===== config.mk =====
export PLATFORM = sky130hd
export DESIGN_NAME = biquad_voice_sched
export DESIGN_NICKNAME = d
export VERILOG_FILES = /design/src/rtl/filter_pkg.sv /design/src/rtl/q16_mul.sv /design/src/rtl/biquad_voice_sched.sv
export SDC_FILE = /design/constraint.sdc
export NUM_CORES = 2
export LEC_CHECK = 0
export CAP_MARGIN = 20
export CORE_ASPECT_RATIO = 1.75
export CORE_MARGIN = 5
export CORE_UTILIZATION = 25
export CTS_CLUSTER_DIAMETER = 30
export DETAILED_ROUTE_END_ITERATION = 16
export GPL_TIMING_DRIVEN = 0
export MAX_ROUTING_LAYER = met4
export REMOVE_ABC_BUFFERS = 1
export SYNTH_ARGS = -nofsm -noshare
export SYNTH_HDL_FRONTEND = slang
export SYNTH_SLANG_ARGS = --single-unit

===== constraint.sdc =====
create_clock -name Clk -period 19.5 [get_ports Clk]
set_clock_uncertainty 0.15 [all_clocks]
set_input_delay 2.925 -clock Clk [delete_from_list [all_inputs] [get_ports Clk]]
set_output_delay 2.925 -clock Clk [all_outputs]
set_load 0.01 [all_outputs]

===== src/rtl/filter_pkg.sv =====
// Shared width, coefficient-select and FSM types for the biquad voice scheduler.
package filter_pkg;
    localparam int W = 16;

    typedef enum logic [2:0] {
        A0 = 3'd0, A1 = 3'd1, A2 = 3'd2, B0 = 3'd3, B1 = 3'd4, B2 = 3'd5
    } coef_sel_e;

    typedef enum logic [1:0] {
        IDLE = 2'd0, MAC = 2'd1, SCALE = 2'd2, DONE = 2'd3
    } state_e;
endpackage


===== src/rtl/q16_mul.sv =====
// Unsigned W x W multiply returning the upper W bits of the 2W-bit product.
module q16_mul #(
    parameter int W = 16
) (
    input  logic [W-1:0] a,
    input  logic [W-1:0] b,
    output logic [W-1:0] p
);
    assign p = W'(({{W{1'b0}}, a} * {{W{1'b0}}, b}) >> W);
endmodule


===== src/rtl/biquad_voice_sched.sv =====
// Round-robin scheduler time-sharing one multiplier across NVOICE biquad voices;
// each sample takes five MAC steps plus one scale step.
module biquad_voice_sched #(
    parameter int NVOICE = 4,
    parameter int W = filter_pkg::W,
    localparam int VW = $clog2(NVOICE)
) (
    input  logic                Clk,
    input  logic                Reset,
    input  logic                Enable,
    input  logic [NVOICE-1:0]   req,
    input  logic [NVOICE*W-1:0] x,
    input  logic                cfg_we,
    input  logic [VW-1:0]       cfg_voice,
    input  logic [2:0]          cfg_sel,
    input  logic [W-1:0]        cfg_data,
    output logic [NVOICE-1:0]   gnt,
    output logic [W-1:0]        y,
    output logic                y_valid,
    output logic [VW-1:0]       y_voice,
    output logic                busy
);
    import filter_pkg::*;

    logic [NVOICE-1:0][5:0][W-1:0] coef;
    logic [NVOICE-1:0][W-1:0]      hx1, hx2, hy1, hy2;
    logic [5:0][W-1:0]             kc;
    logic [W-1:0]                  sx, sx1, sx2, sy1, sy2, acc;
    logic [VW-1:0]                 cur, ptr, gv;
    logic [2:0]                    step;
    logic [NVOICE-1:0]             elig;
    logic                          grant;
    logic [W-1:0]                  mul_a, mul_b, mul_p;
    state_e                        state, state_nx;

    q16_mul #(.W(W)) u_mul (.a(mul_a), .b(mul_b), .p(mul_p));

    always_comb begin
        state_nx = state;
        grant    = 1'b0;
        gv       = '0;
        gnt      = '0;
        elig     = req;
        // The finishing voice is not re-granted in its own DONE cycle, so its
        // history snapshot never races the history write-back.
        if (state == DONE) elig[cur] = 1'b0;
        if ((state == IDLE || state == DONE) && Enable && !Reset) begin
            for (int i = NVOICE - 1; i >= 0; i--) begin
                if (elig[ptr + VW'(i)]) begin
                    grant = 1'b1;
                    gv    = ptr + VW'(i);
                end
            end
        end
        if (grant) gnt[gv] = 1'b1;
        case (state)
            IDLE:    if (grant) state_nx = MAC;
            MAC:     if (step == 3'd4) state_nx = SCALE;
            SCALE:   state_nx = DONE;
            DONE:    state_nx = grant ? MAC : IDLE;
            default: state_nx = IDLE;
        endcase
    end

    assign busy    = !Reset && (grant || state != IDLE);
    assign y_valid = !Reset && state == DONE;

    always_comb begin
        mul_a = kc[B0];
        mul_b = sx;
        case (step)
            3'd1:    begin mul_a = kc[B1]; mul_b = sx1; end
            3'd2:    begin mul_a = kc[B2]; mul_b = sx2; end
            3'd3:    begin mul_a = kc[A1]; mul_b = sy1; end
            3'd4:    begin mul_a = kc[A2]; mul_b = sy2; end
            default: ;
        endcase
        if (state == SCALE) begin
            mul_a = kc[A0];
            mul_b = acc;
        end
    end

    always_ff @(posedge Clk) begin
        if (Reset) begin
            state   <= IDLE;
            ptr     <= '0;
            cur     <= '0;
            step    <= '0;
            acc     <= '0;
            y       <= '0;
            y_voice <= '0;
            kc      <= '0;
            sx      <= '0;
            sx1     <= '0;
            sx2     <= '0;
            sy1     <= '0;
            sy2     <= '0;
            hx1     <= '0;
            hx2     <= '0;
            hy1     <= '0;
            hy2     <= '0;
            coef    <= '0;
            for (int v = 0; v < NVOICE; v++) begin
                coef[v][A0] <= '1;
                coef[v][B0] <= '1;
            end
        end else begin
            state <= state_nx;
            if (cfg_we && cfg_sel <= 3'd5) coef[cfg_voice][cfg_sel] <= cfg_data;
            if (grant) begin
                cur  <= gv;
                ptr  <= gv + VW'(1);
                step <= '0;
                acc  <= '0;
                kc   <= coef[gv];
                sx   <= x[gv*W +: W];
                sx1  <= hx1[gv];
                sx2  <= hx2[gv];
                sy1  <= hy1[gv];
                sy2  <= hy2[gv];
            end else if (state == MAC) begin
                acc  <= acc + mul_p;
                step <= step + 3'd1;
            end else if (state == SCALE) begin
                y       <= mul_p;
                y_voice <= cur;
            end
            // Old cur/sx are read here even when a new grant lands on this edge.
            if (state == DONE) begin
                hx2[cur] <= hx1[cur];
                hx1[cur] <= sx;
                hy2[cur] <= hy1[cur];
                hy1[cur] <= y;
            end
        end
    end
endmodule


# Word level (Yosys, flattened, before mapping)
# Index checks and enable logic that the tools add are counted.
# totals
reg_bits	859
in_bits	93
out_inout_bits	24
mem_count	0
wordCells	166
latchBits	0
mem_bits_ro	0
mem_bits_rw	0
# op_classes
n_mul	1
n_eq_ne	9
n_bitwise	4
n_reduce_logical	17
n_shift	1
div_mod_pow	0
add_sub_neg	6
order_cmp	13
n_mux	57
# op_table
cell	n
bitwise mux 384 bit	1
bitwise mux 64 bit	4
binary-select mux 16 bit (select 2 bit)	6
binary-select mux 96 bit (select 2 bit)	1
demux 96 bit (select 2 bit)	1
two-way mux 96 bit	2
two-way mux 16 bit	10
one-hot mux 16 bit (4 select lines)	2
indexed part select 64 x 7 -> 16 bit	1
demux 16 bit (select 3 bit)	1
demux 16 bit (select 2 bit)	1
multiplier 16 x 16 -> 32 bit	1
less-than comparator 2 x 3 -> 1 bit (second input constant)	7
adder 16 bit	1
two-way mux 2 bit	7
two-way mux 1 bit	12
logical AND 1 bit	9
binary-select mux 1 bit (select 2 bit)	4
two-way mux 4 bit	2
one-hot mux 2 bit (4 select lines)	1
equality test 3 x 2 -> 1 bit (second input constant)	2
>= comparator 2 x 1 -> 1 bit (second input constant)	3
adder 2 x 1 -> 2 bit (second input constant)	2
adder 2 bit (second input constant)	2
other kinds (20)	25

# Depth between registers and ports, before layout
# logic_depth
depth_word	19
depth_mapped	45
depth_no_buf	42

# Cells and area by module
# From an unflattened synthesis, not the netlist that was laid out.
# unflattened
hier_cells	5253
area_unflattened_um2	45413.6
# modules_own_cells
mod	cells_per_inst	seq_area_each_um2	instances	area_per_inst_um2
biquad_voice_sched	4331	17196.5	1	37347.1
q16_mul	922	0.0	1	8066.5

# Worst setup path before layout
# Ideal clock, no wire load.
# synth_timing
path_kind	register -> register
startpoint	register step[1]
endpoint	register acc[15]
synth_period_minus_slack_ps	9626
stages_incl_launch_ff	40
path_buffers	2
setup_time_ps	118
path_slack_ps	9874
arrival_ps	9358
t_required_ps	19232
cell_sequence	dfxtp_1 inv_1 ha_1 or3_4 a21oi_4 clkbuf_1 buf_1 a21oi_1 o21ai_1 nand2_1 fa_1 inv_1 fa_1 fa_1 fa_1 fa_1 inv_1 fa_1 [4 not listed] a21oi_1 nand2_1 a21oi_1 a21oi_2 o31ai_2 a21boi_1 o21a_1 or2_1 xor2_1 ha_1 a21oi_1 nor2b_1 a31oi_1 nand3_1 a41oi_1 nor3_1 a211o_1 mux2i_1
# synth_via
elab_chain_len	5
elab_cells_between_ends	10
cone_classes	add/sub: 1; mul: 1; eq/ne: 4; mux: 4
# synth_lines
item	line_no	rtl
start, declared	biquad_voice_sched.sv:30	logic [2:0] step;
start signal, assigned	biquad_voice_sched.sv:124	step <= step + 3'd1;
equality test 3 bit, or another cell as far along	biquad_voice_sched.sv:71	case (step)
one-hot mux 16 bit (4 select lines)	biquad_voice_sched.sv:71	
two-way mux 16 bit	biquad_voice_sched.sv:78	if (state == SCALE) begin
multiplier 16 x 16 -> 32 bit (*)	q16_mul.sv:9	assign p = W'(({{W{1'b0}}, a} * {{W{1'b0}}, b}) >> W);
via mul_p[9]	biquad_voice_sched.sv:33	logic [W-1:0] mul_a, mul_b, mul_p;
adder 16 bit (*)	biquad_voice_sched.sv:123	acc <= acc + mul_p;
end signal, assigned	biquad_voice_sched.sv:123	
end, declared	biquad_voice_sched.sv:28	logic [W-1:0] sx, sx1, sx2, sy1, sy2, acc;
# Mark *: on every way through the listed nets, which the timed path passes. The rest lies on a longest branch.
# A chain may end at the register's enable or synchronous reset.

# Final worst setup path
# layout_timing
startpoint	input port Reset
endpoint	output port gnt[0]
# layout_via
elab_chain_len	8
elab_cells_between_ends	10
cone_classes	order compare: 2; mux: 5; reduce/logical: 3
# layout_lines
item	line_no	rtl
start, declared	biquad_voice_sched.sv:9	input logic Reset,
zero test 1 bit (*)	biquad_voice_sched.sv:47	if ((state == IDLE || state == DONE) && Enable && !Reset) begin
logical AND 1 bit (*)	biquad_voice_sched.sv:47	
two-way mux 2 bit	biquad_voice_sched.sv:47	
less-than comparator 2 x 3 -> 1 bit (not written as such) or >= comparator 2 x 1 -> 1 bit (tied branches)	biquad_voice_sched.sv:55	if (grant) gnt[gv] = 1'b1;
logical AND 1 bit (not written as such)	biquad_voice_sched.sv:55	
two-way mux 1 bit (not written as such)	biquad_voice_sched.sv:55	
demux 1 bit (select 2 bit)	biquad_voice_sched.sv:55	
two-way mux 4 bit (*)	biquad_voice_sched.sv:55	
end, declared	biquad_voice_sched.sv:17	output logic [NVOICE-1:0] gnt,
# Every way passes the cells marked *; elsewhere a longest branch is shown, timed or not.

==> impl_metrics.json <==
{
  "finalHoldViolCount": 0,
  "worst_pin_slew_ns": 1.17,
  "fmax_mhz": 78.0,
  "drive_above_1_share_pct": 6.33,
  "yosysSeqAreaShare_pct": 38.3,
  "h-tree-depth": 3,
  "grt_start_max_net_pins": 151,
  "arrival_ns": 9.74,
  "vias": 40600,
  "avgSynthCellArea_um2": 7.30,
  "status": "finished clean",
  "ir_drop_v": 0.0000833,
  "drt_iter0_markers": 2880,
  "grt_pass1_vias": 39300,
  "syn_inst": 6157,
  "die_w_um": 330,
  "synth_xor_area_share_pct": 0.487,
  "crit_slowest_cell": "a2111oi_4",
  "port_buffers": 116,
  "crit_path_cell_trace": "buf_8, inv_8, buf_16, buf_16, nand3b_1, a2111oi_4, buf_6, buf_6, buf_6, buf_6, buf_8, buf_6, buf_6, buf_6, inv_8, buf_16, buf_16, ha_1, and2_1, clkdlybuf4s50_1",
  "p_leak_nw": 20.5,
  "antenna_found_initial": 7,
  "worstRegToRegCells": 37,
  "worst-r2r-setup-slack_ns": 7.50,
  "cap_violations": 0,
  "fp.coreArea_mm2": 0.179,
  "synth_compound_area_share_pct": 14.0,
  "cp.required_ns": 16.43,
  "min_period_over_period_pct": 65.7,
  "p_per_area_mw_per_mm2": 124,
  "synthArstFlopShare_pct": 0,
  "synth_top_family_by_area": "simple AND/OR/NAND/NOR gates",
  "numCtsBuffers": 114,
  "cp-end-kind": "output pin",
  "die_h_um": 571,
  "grt_usage_pct": 15.5,
  "min_period_ns": 12.81,
  "drc": 0,
  "max_slew_margin_pct": 21.7,
  "synthAdderAreaFrac_pct": 12.3,
  "cts_resized": 0,
  "syn_area_mm2": 0.0449,
  "viasPerCell": 4.74,
  "final.setup.tns_ns": 0,
  "post-dp-hpwl_um": 103000,
  "dp.cells": 8350,
  "final_cells": 8575,
  "synth_edf_count": 0,
  "cpMostUsedCell": "buf_6",
  "r2r_end": "acc[14]$_SDFFE_PP0N_",
  "rsz0062_at_grt": "no",
  "synthFlopType": "dfxtp_1",
  "synth.mux.area_fraction_pct": 1.96,
  "cts_hold_buf": 0,
  "cts_max_path_buffers": 3,
  "worstSkewPairLatency_ns": 0.75,
  "rows": 206,
  "cp_max_fo": 150,
  "crit_path_start": "Reset",
  "nets": 6494,
  "io_pins": 117,
  "antenna_left": 0,
  "grt_pass1_wl_um": 226000,
  "grt_overflow_total": 0,
  "wl_per_cell_um": 17.1,
  "crit_path_end": "gnt[0]",
  "post-cts-setup-buffer-count": 0,
  "cts_tree": "done",
  "start_util_pct": 25.0,
  "slowest_delay_ns": 0.52,
  "finalSetupViolCount": 0,
  "min_path_type": "reg -> reg",
  "synth.distinct_cells": 70,
  "synth.ff_latch_count": 859,
  "dr.pass1.iters": 6,
  "synthToLayoutAreaGrowth_pct": 19.6,
  "gp_congestion": 0.917,
  "die_area_mm2": 0.189,
  "drv_slew": 0,
  "wirelength_um": 146000,
  "ys_warn_count": 0,
  "cts_sinks": 859,
  "clk_pin_slew_ns": 0.06,
  "criticalPathCategory": "in -> out",
  "clock-root-buffer": "clkbuf_16",
  "rr_startpoint": "step[2]$_SDFFE_PP0N_",
  "worst_setup_path_start_kind": "primary input",
  "synthSimpleGateAreaFrac_pct": 27.1
}
==> placed cells by master, fill, tap and decap left out, types with 56 or more instances in the layout <==
cell             count
nand2_1           1812
dfxtp_1            859
nor2_1             687
a21oi_1            593
nand3_1            411
o21ai_1            356
inv_1              245
fa_1               194
ha_1               128
clkbuf_16          117
clkdlybuf4s50_1    115
mux2i_1             88
a22oi_1             56
==> kinds of logic (layout without fill, tap and decap cells) <==
group,count (synthesis),count (layout)
other,0,7
buffers and inverters,687,706
DFF,859,859
xor gates and xnor gates,25,25
muxes,88,88
and+or+nand+nor,3029,3029
adders and majority gates,324,324
AOI/OAI and AO/OA,1145,1145
==> synthesized netlist by cell type, types with 10 or more instances <==
cell type | instances | area share (%)
a21oi_1 | 596 | 6.6
a22oi_1 | 56 | 0.94
a311oi_1 | 14 | 0.27
a31o_1 | 12 | 0.23
and2_1 | 18 | 0.25
and3_1 | 18 | 0.25
buf_1 | 18 | 0.15
buf_2 | 36 | 0.40
clkbuf_1 | 376 | 3.1
dfxtp_1 | 859 | 38
fa_1 | 194 | 8.6
ha_1 | 130 | 3.6
inv_1 | 246 | 2.1
mux2i_1 | 88 | 2.0
nand2_1 | 1812 | 15
nand3_1 | 412 | 4.6
nor2_1 | 697 | 5.8
nor2b_1 | 10 | 0.14
nor3_1 | 17 | 0.19
o21a_1 | 25 | 0.42
o21ai_0 | 22 | 0.25
o21ai_1 | 357 | 4.0
xnor2_1 | 19 | 0.37
==> how the worst min path moves through the flow <==
| stage | from | to | cells after the start |
|---|---|---|---|
| after CTS | hy1[24]$_SDFFE_PP0P_ | hy2[24]$_SDFFE_PP0P_ | 2 |
| after detailed placement | coef[66]$_SDFFE_PP0P_ | coef[66]$_SDFFE_PP0P_ | 2 |
| after global placement | coef[47]$_SDFFE_PP0P_ | coef[47]$_SDFFE_PP0P_ | 2 |
| final | hy1[24]$_SDFFE_PP0P_ | hy2[24]$_SDFFE_PP0P_ | 2 |
| after global routing | hy1[24]$_SDFFE_PP0P_ | hy2[24]$_SDFFE_PP0P_ | 2 |
| after floorplan | coef[112]$_SDFFE_PP0P_ | coef[112]$_SDFFE_PP0P_ | 2 |
==> final cells by class <==
class | instances | area [um2]
fillers | 19200 | 126000
multi-input cells | 4611 | 25200
flip-flops and latches | 859 | 17200
repair buffers | 242 | 3280
clock buffers | 132 | 3080
well taps | 2392 | 2990
clock inverters | 83 | 983
inverters | 249 | 950
diodes | 7 | 17.5
==> report_power, final <==
| group | total [W] | switching, W | internal, W |
|---|---|---|---|
| Combinational | 0.00254 | 0.00165 | 0.000888 |
| Clock | 0.00220 | 0.000900 | 0.00130 |
| Sequential | 0.00190 | 0.0000732 | 0.00183 |
==> critical path, delay by kind of cell <==
| kind | cells | cell delay [ns] |
|---|---|---|
| buf+inv | 16 | 4.44 |
| compound gates | 1 | 0.52 |
| simple gates | 2 | 0.48 |
| fa+ha+maj | 1 | 0.44 |
==> per-layer routing <==
metal | vias to the layer above | track usage [%] | share of wire [%]
li1 | 19900 | - | -
met1 | 19200 | 16.5 | 38
met2 | 1213 | 27.8 | 51
met3 | 344 | 2.06 | 4.9
met4 | 0 | 8.52 | 6.2
met5 | - | - | 0
==> metrics by stage <==
stage,power [W],util (%),setup WS [ns],hold WS (ns),area (um2)
after floorplan,0.00356,-,-9.92,0.281,43200
after global placement,0.00446,26.4,-66.46,0.291,47400
after detailed placement,0.00448,27.6,6.96,0.297,49600
after CTS,0.00670,29.9,6.94,0.274,53600
after global routing,0.00704,30.0,6.44,0.300,53700
final,0.00664,30.0,6.69,0.275,53700
==> registers in the layout (all words and copies together) (netlist names), 64 cells and up <==
signal,cells
coef,384
hx1,64
hx2,64
hy1,64
hy2,64
kc,96
Power figures use the tool's default switching activity.
